## config.mk

```make
export PLATFORM = sky130hd
export DESIGN_NAME = mult_div_sequencer
export DESIGN_NICKNAME = d
export VERILOG_FILES = /design/src/rtl/mips_pkg.sv /design/src/rtl/md_step.sv /design/src/rtl/mult_div_sequencer.sv
export SDC_FILE = /design/constraint.sdc
export NUM_CORES = 1
export LEC_CHECK = 0
export ABC_AREA = 1
export ABC_CLOCK_PERIOD_IN_PS = 7300
export BUFFER_PORTS_ARGS = -buffer_cell sky130_fd_sc_hd__buf_4
export CAP_MARGIN = 20
export CORE_MARGIN = 8
export CORE_UTILIZATION = 45
export CTS_BUF_LIST = sky130_fd_sc_hd__clkbuf_4
export DETAILED_ROUTE_END_ITERATION = 10
export GPL_TIMING_DRIVEN = 0
export SLEW_MARGIN = 20
export SYNTH_ARGS = -nofsm -noshare
export SYNTH_HDL_FRONTEND = slang
export SYNTH_SLANG_ARGS = --single-unit
```

## constraint.sdc

```tcl
create_clock -name clk -period 7.3 [get_ports clk]
set_input_delay 0.365 -clock clk [delete_from_list [all_inputs] [get_ports clk]]
set_output_delay 0.365 -clock clk [all_outputs]
set_load 0.005 [all_outputs]
```

## src/rtl/mips_pkg.sv

```systemverilog
// mips_pkg: mult/div function codes and sequencer state encodings shared with decode and the ALU
package mips_pkg;
    localparam logic [3:0] MD_DIV   = 4'd0;
    localparam logic [3:0] MD_DIVU  = 4'd1;
    localparam logic [3:0] MD_MULT  = 4'd2;
    localparam logic [3:0] MD_MULTU = 4'd3;
    localparam logic [3:0] MD_MTHI  = 4'd4;
    localparam logic [3:0] MD_MTLO  = 4'd5;

    typedef enum logic [1:0] {IDLE, CALC, FINISH} md_state_t;

    function automatic logic is_md_op(input logic [3:0] f);
        return f <= MD_MULTU;
    endfunction
endpackage

```

## src/rtl/md_step.sv

```systemverilog
// md_step: one shift-add multiply step or one restoring divide step on the {hi,lo} accumulator
module md_step #(
    parameter int WIDTH = 32
) (
    input  logic [2*WIDTH-1:0] acc,
    input  logic [WIDTH-1:0]   operand,
    input  logic               mult,
    output logic [2*WIDTH-1:0] acc_next
);
    logic [WIDTH:0]   sum;
    logic [WIDTH:0]   top;
    logic [WIDTH-1:0] sub;
    logic             borrow;

    // mult adds the multiplicand on the multiplier LSB then shifts right; div shifts left and trial-subtracts
    always_comb begin
        sum      = {1'b0, acc[2*WIDTH-1:WIDTH]} + (acc[0] ? {1'b0, operand} : '0);
        top      = acc[2*WIDTH-1:WIDTH-1];
        borrow   = top < {1'b0, operand};
        sub      = top[WIDTH-1:0] - operand;
        acc_next = mult   ? {sum, acc[WIDTH-1:1]} :
                   borrow ? {top[WIDTH-1:0], acc[WIDTH-2:0], 1'b0} :
                            {sub, acc[WIDTH-2:0], 1'b1};
    end
endmodule

```

## src/rtl/mult_div_sequencer.sv

```systemverilog
// mult_div_sequencer: iterative multiply/divide controller owning the architectural HI/LO registers
module mult_div_sequencer
    import mips_pkg::*;
#(
    parameter int WIDTH = 32
) (
    input  logic             clk,
    input  logic             reset,
    input  logic             start,
    input  logic [3:0]       f,
    input  logic [WIDTH-1:0] op1,
    input  logic [WIDTH-1:0] op2,
    input  logic             cancel,
    output logic             busy,
    output logic             done,
    output logic [WIDTH-1:0] hi,
    output logic [WIDTH-1:0] lo
);
    localparam int CW = $clog2(WIDTH);

    md_state_t          state, state_n;
    logic [2*WIDTH-1:0] acc, acc_step, prod;
    logic [WIDTH-1:0]   opb, a_raw, a_mag, b_mag, quo, rem, hi_n, lo_n;
    logic [CW-1:0]      cnt;
    logic               is_mult, neg_a, neg_b, sgn, neg_res;

    md_step #(.WIDTH(WIDTH)) u_step (
        .acc      (acc),
        .operand  (opb),
        .mult     (is_mult),
        .acc_next (acc_step)
    );

    assign busy = state != IDLE;

    // state register; reset aborts any in-flight op immediately
    always_ff @(posedge clk or posedge reset) begin
        if (reset) state <= IDLE;
        else       state <= state_n;
    end

    // next state: cancel beats both the CALC progression and the FINISH write
    always_comb begin
        state_n = state;
        if (state == IDLE)      state_n = (start && !cancel && is_md_op(f)) ? CALC : IDLE;
        else if (cancel)        state_n = IDLE;
        else if (state == CALC) state_n = (cnt == CW'(WIDTH - 1)) ? FINISH : CALC;
        else                    state_n = IDLE;
    end

    // operand magnitudes on entry and signed fix-up of the magnitude result on exit
    always_comb begin
        sgn     = (f == MD_DIV) || (f == MD_MULT);
        a_mag   = (sgn && op1[WIDTH-1]) ? -op1 : op1;
        b_mag   = (sgn && op2[WIDTH-1]) ? -op2 : op2;
        neg_res = neg_a ^ neg_b;
        prod    = neg_res ? -acc : acc;
        quo     = neg_res ? -acc[WIDTH-1:0] : acc[WIDTH-1:0];
        rem     = neg_a ? -acc[2*WIDTH-1:WIDTH] : acc[2*WIDTH-1:WIDTH];
        hi_n    = is_mult ? prod[2*WIDTH-1:WIDTH] : (opb == '0 ? a_raw : rem);
        lo_n    = is_mult ? prod[WIDTH-1:0]       : (opb == '0 ? '1 : quo);
    end

    // datapath: operand latch, per-step accumulator update, HI/LO commit and done pulse
    always_ff @(posedge clk or posedge reset) begin
        if (reset) begin
            acc     <= '0;
            opb     <= '0;
            a_raw   <= '0;
            cnt     <= '0;
            is_mult <= 1'b0;
            neg_a   <= 1'b0;
            neg_b   <= 1'b0;
            hi      <= '0;
            lo      <= '0;
            done    <= 1'b0;
        end else begin
            done <= (state == FINISH) && !cancel;
            if (state == IDLE && start && !cancel) begin
                if (is_md_op(f)) begin
                    is_mult <= f[1];
                    neg_a   <= sgn & op1[WIDTH-1];
                    neg_b   <= sgn & op2[WIDTH-1];
                    a_raw   <= op1;
                    opb     <= f[1] ? a_mag : b_mag;
                    acc     <= {{WIDTH{1'b0}}, f[1] ? b_mag : a_mag};
                    cnt     <= '0;
                end else if (f == MD_MTHI) begin
                    hi <= op1;
                end else if (f == MD_MTLO) begin
                    lo <= op1;
                end
            end
            if (state == CALC) begin
                acc <= acc_step;
                cnt <= cnt + 1'b1;
            end
            if (state == FINISH && !cancel) begin
                hi <= hi_n;
                lo <= lo_n;
            end
        end
    end
endmodule
```

# After elaboration in Yosys (flattened, before gate mapping)
# Cells that the tools add are included.
op_classes:
  n_mux: 34
  order_cmp: 2
  eq_ne: 8
  add_sub_neg: 8
  bitwise_logic: 3
  reduce_logical: 22
ops:
  columns: ["cell", "n"]
  rows:
  - ["32-bit 2-to-1 mux", 20]
  - ["64-bit 2-to-1 mux", 6]
  - ["32-bit negator", 4]
  - ["64-bit negator", 1]
  - ["32-bit by 33-bit adder with 33-bit output", 1]
  - ["33-bit by 32-bit less-than comparator with 1-bit output", 1]
  - ["32-bit logical NOT", 1]
  - ["32-bit subtractor", 1]
  - ["5-bit 2-to-1 mux", 3]
  - ["2-bit nonzero test", 6]
  - ["4-bit by 3-bit equality test with 1-bit output (second input constant)", 2]
  - ["2-bit 2-to-1 mux", 4]
  - ["1-bit logical AND", 7]
  - ["5-bit by 1-bit adder with 5-bit output (second input constant)", 1]
  - ["5-bit equality test (second input constant)", 1]
  - ["4-bit by 2-bit equality test with 1-bit output (second input constant)", 1]
  - ["4-bit by 2-bit <= comparator with 1-bit output (second input constant)", 1]
  - ["4-bit logical NOT", 1]
  - ["2-bit != test (second input constant)", 2]
  - ["2-bit AND reduction", 2]
  - ["4-bit AND reduction", 1]
  - ["3-bit AND reduction", 1]
  - ["1-bit bitwise AND", 2]
  - ["2-bit by 1-bit equality test with 1-bit output (second input constant)", 1]
  - ["other kinds (6)", 6]
totals:
  in_bits: 72
  out_inout_bits: 66
  register_bits: 203

# Logic depth before layout (Yosys ltp)
logic_depth:
  ltp_word: 8
  ltp_mapped: 22
  ltp_nobuf: 20

# Modules after synthesis
# Synthesis repeated with hierarchy kept, for this count alone.
unflattened:
  hier_cells: 3474
  area_unflattened_um2: 20646.1
by_module_without_submodules:
  columns: ["module", "cells_per_inst", "n_inst", "area_each_um2"]
  rows:
  - ["mult_div_sequencer", 2194, 1, 14481.4]
  - ["md_step", 1280, 1, 6164.7]

# Worst setup path after synthesis
# No wires, ideal clock.
synth_path:
  path_kind: "register -> register"
  start: "reg acc[0]"
  end: "reg acc[61]"
  arrival_time_ns: 2.466
  path_buffers: 2
  path_stages_with_launch: 22
  setup_time_ns: 0.116
  slack_ns: 4.717
  required_ns: 7.184
  period_less_slack_ns: 2.583
  cell_sequence: "dfrtp_1 -> buf_2 -> clkbuf_1 -> nand2_1 -> inv_1 -> ha_1 -> inv_1 -> fa_1 -> inv_1 -> nand2_1 -> o21ai_1 -> nand2_1 -> nand2_1 -> nand2_1 -> nand2_1 -> nand2_1 -> nand3_1 -> nand3_1 -> nand2_1 -> inv_1 -> nand2_1 -> nand2_1"
synth_between:
  elab_chain_cells: 4
synth_lines:
  columns: ["item", "line", "rtl"]
  rows:
  - ["from (decl)", "mult_div_sequencer.sv:22", "logic [2*WIDTH-1:0] acc, acc_step, prod;"]
  - ["from (signal assigned)", "mult_div_sequencer.sv:86", "acc <= {{WIDTH{1'b0}}, f[1] ? b_mag : a_mag};"]
  - ["from (signal assigned)", "mult_div_sequencer.sv:95", "acc <= acc_step;"]
  - ["32-bit 2-to-1 mux", "md_step.sv:17", "sum = {1'b0, acc[2*WIDTH-1:WIDTH]} + (acc[0] ? {1'b0, operand} : '0);"]
  - ["32-bit by 33-bit adder with 33-bit output", "md_step.sv:17", null]
  - ["64-bit 2-to-1 mux", "md_step.sv:21", "acc_next = mult ? {sum, acc[WIDTH-1:1]} :"]
  - ["64-bit 2-to-1 mux", "mult_div_sequencer.sv:94", "if (state == CALC) begin"]
# No other way between the ends.
# A chain may end at the register's enable or synchronous reset.

# Final worst setup path
# Ends and elaborated chain as after synthesis.

==> run summary <==
Outcome
- finished, final reports clean — result of the run

STA
- 50.9% — period utilisation layout
- 1.09 ns — Tightest Pin Transition
- no — RSZ-0062 raised after global routing
- 269 MHz — f_max
- 27.3% — Max-Slew Margin vs Limit
- 0.0609 ns — clock skew
- 3.72 ns — post-layout minimum cycle time
- 0 — setup violation total in the final timing report
- 0 — count of final hold-check violations
- 0 — max-slew violation total from the final report

Setup path
- acc[61]$_DFFE_PP0P_ — reg-to-reg critical path endpoint
- flop to flop — worst setup path class
- acc[0]$_DFFE_PP0P_ — worst reg2reg startpoint
- 21 — r2r worst-path depth
- flop — crit end category
- acc[61]$_DFFE_PP0P_ — Worst setup endpoint
- 3.58 ns — register-to-register setup slack
- acc[0]$_DFFE_PP0P_ — beginning of the critical path
- 4.36 ns — data arrival time at the worst-slack endpoint
- 7.94 ns — CP required
- flop — CP Launch Type
- 10 — Critical Path Fanout Max

Synth
- dfrtp_1 (25%), nand2_1 (21%), nand3_1 (8.5%) — Synth area leaders
- nand2_1 — most frequently used cell type in the post-synthesis netlist
- 203 — Synth Register Bits
- 0 — count of flip-flops with a built-in enable after synthesis
- dfrtp_1 — leading register cell type out of synthesis
- 52 — distinct cell type count of the synthesized netlist
- 100% — share of flip-flops with an asynchronous set or reset
- 3414 — count of mapped cells out of synthesis
- 25.2% — post-synthesis sequential area ratio
- 0 — count of yosys warnings during synthesis
- 3558 — Syn Nets
- 25.2% — proportion of netlist area held by the largest area contributor
- nand2_1 (1146), inv_1 (446), nand3_1 (342), nor2_1 (331), dfrtp_1 (203) — most common library cells after synthesis
- 5.90 µm² — synthesized area per cell
- dfrtp_1 — cell taking the most area after synthesis
- 20100 µm² — Cell Area, Synth

Flow run
- 0 — number of max-cap violations

Pwr
- 0.0122 µW — leakage power
- 0.206 mV — worst-case vdd ir drop
- 367 nW/µm² — Power per Cell Area
- 8420 µW — total chip power

Place
- 136 — count of input and output buffers
- 1.10 — weighted congestion at the end of routability-driven global placement
- 89300 µm — HPWL after detailed placement
- 4144 — # placed instances

Final layout
- 51.9% — post-route core utilization
- 8.73% — fraction of layout cells with a size suffix above 1
- 13.8% — signed area change from the synthesized netlist to the final layout
- 3785 — number of nets at the end of the flow
- 4271 — count of non-filler cells in the finished layout
- 4676 — count of filler cells inserted in the layout
- 12800 µm² — multi-input combinational cell area
- 5080 µm² — sequential standard cell area

Clock tree
- 56 — number of buffers added by the clock tree synthesis step
- 203 — clock net sink count
- yes — CTS tree
- 3 — buffer depth of the longest clock path
- 0.77 ns — clock latency of the later-clocked register in the worst-skew pair
- clkbuf_4 — clock root buffer master
- 2 — maximum level of the CTS H-tree
- 0.08 ns — Clock transition at path regs
- 0 — count of cells resized by post-cts repair

Die
- 45.6% — initial cell density of the core
- 138 — total I/O pin count
- 77 — placement row count
- 51800 µm² — floorplan die area
- 44200 µm² — Core Box Area
- 228 µm — floorplan die width
- 228 µm — vertical extent of the die

Route
- 3687 — Iteration-0 DRC Markers
- 25700 — number of vias after detailed routing
- 25.3 µm — per-cell routed wire length
- 0 — post-detailed-route count of antenna-violating nets
- 6.01 — routed via count divided by cell count
- 108000 µm — routed wire length
- 6 — DRT Pass-1 Iters
- 0 — post-route DRC violation count

Global route
- 24000 — via count of the first global-routing pass
- 0 — total congestion overflow
- 7 — initial antenna violation count
- 82 — maximum number of pins on one net before global-route repair
- 40.7% — global routing usage summed across all routing layers
- 154000 µm — first-pass GRT wire length

Hold path
- input port to flop — Min-Delay Path Class

-- cells in the final DEF, fill, tap and decap left out, types with 6 or more instances in the layout --
cell type and instances:
inv_1 445, nor2_4 6, o21ai_0 182, o221ai_1 10, clkbuf_1 75, ha_1 70
or2_2 8, nor2_1 331, nand2_2 7, clkinv_1 11, xor2_1 77, nor3_1 30
xnor2_1 17, inv_2 22, a21oi_1 143, nand2_1 1146, dlygate4sd3_1 31, o211ai_1 60
buf_1 14, nand3_2 6, nand3b_1 16, a31oi_1 7, nor4_1 7, o21bai_1 10
buf_2 24, a22oi_1 12, dfrtp_1 203, nand3_1 342, clkbuf_4 76, nor2_2 11
o21ai_1 28, buf_4 140, nand4_1 56
-- registers in the layout, indices dropped and copies added, names as in the netlist --
register / count
opb: 32
is_mult: 1
cnt: 5
done: 1
hi: 32
neg_a: 1
neg_b: 1
state: 2
acc: 64
lo: 32
a_raw: 32
-- layout make-up --
cell class,instances,share of cell area (%)
Sequential cell,203,22.2
Clock inverter,17,0.322
Multi-Input combinational cell,2624,55.8
Clock buffer,76,2.49
Buffer,120,2.23
Tap cell,592,3.23
Timing Repair Buffer,169,6.05
Inverter,467,7.68
Antenna cell,3,0.0327
-- where the power goes --
| part | switching (µW) | internal [µW] | leakage, µW | total [µW] |
|---|---|---|---|---|
| Combinational | 3740 | 1610 | 0.00926 | 5350 |
| Sequential | 633 | 1410 | 0.00253 | 2040 |
| Clock | 553 | 479 | 0.000394 | 1030 |
| Total | 4920 | 3500 | 0.0122 | 8420 |
-- metrics by stage --
| step | instance area [µm²] | setup TNS, ns | hold slack [ns] | setup WS (ns) |
|---|---|---|---|---|
| 4_1_cts | 22900 | 0 | 0.00493 | 3.73 |
| 5_1_grt | 22900 | 0 | 0.0306 | 3.41 |
| 2_1_floorplan | 20100 | 0 | 0.431 | 1.40 |
| 6_report | 22900 | 0 | 0.0196 | 3.58 |
| 3_3_place_gp | 21900 | -159.92 | 0.465 | -0.818 |
| 3_5_place_dp | 22000 | 0 | 0.389 | 3.72 |
-- kinds of logic (layout without fill, tap and decap cells) --
logic type,Yosys count,count (layout),synth area share [%]
other,0,3,0
XOR/XNOR,94,94,4.09
flip-flops,203,203,25.2
adder cells (fa/ha/maj),72,72,4.55
buffers and inverters,587,849,11.2
AND/OR/NAND/NOR,1981,1981,41.4
AO/OA/AOI/OAI,477,477,13.5
-- critical path: stages (launching register included) --
cell      delay, ns
dfrtp_1        0.32
buf_2          0.27
clkbuf_1       0.36
nand2_1        0.09
inv_1          0.08
ha_1           0.40
inv_1          0.14
fa_1           0.41
inv_1          0.10
nand2_1        0.07
o21ai_1        0.31
nand2_1        0.09
nand2_1        0.17
nand2_1        0.10
nand2_1        0.14
nand2_1        0.10
nand3_1        0.08
nand3_1        0.10
nand2_1        0.10
inv_1          0.07
nand2_1        0.06
nand2_1        0.05
-- routing by layer --
metal	wire length, µm	GRT usage, %
met1	41500	52.1
met2	44000	58.5
met3	15700	15.5
met4	6830	21.8
met5	83	0
-- timing repair --
action                                 in CTS  in global routing
endpoints found under the hold margin      86                  0
buffers inserted                            0                  0
hold buffers                               31                  0
-- worst min-delay path by stage --
stage	cells after the start	start	end
after global placement	2	a_raw[21]$_DFFE_PP0P_	a_raw[21]$_DFFE_PP0P_
after global routing	3	op1[23]	lo[23]$_DFFE_PP0P_
after detailed placement	2	reset	hi[16]$_DFFE_PP0P_
after floorplan	1	cancel	state[1]$_DFF_PP0_
final	3	op1[8]	lo[8]$_DFFE_PP0P_
after CTS	3	op1[8]	lo[8]$_DFFE_PP0P_
Power figures use the tool's default switching activity.
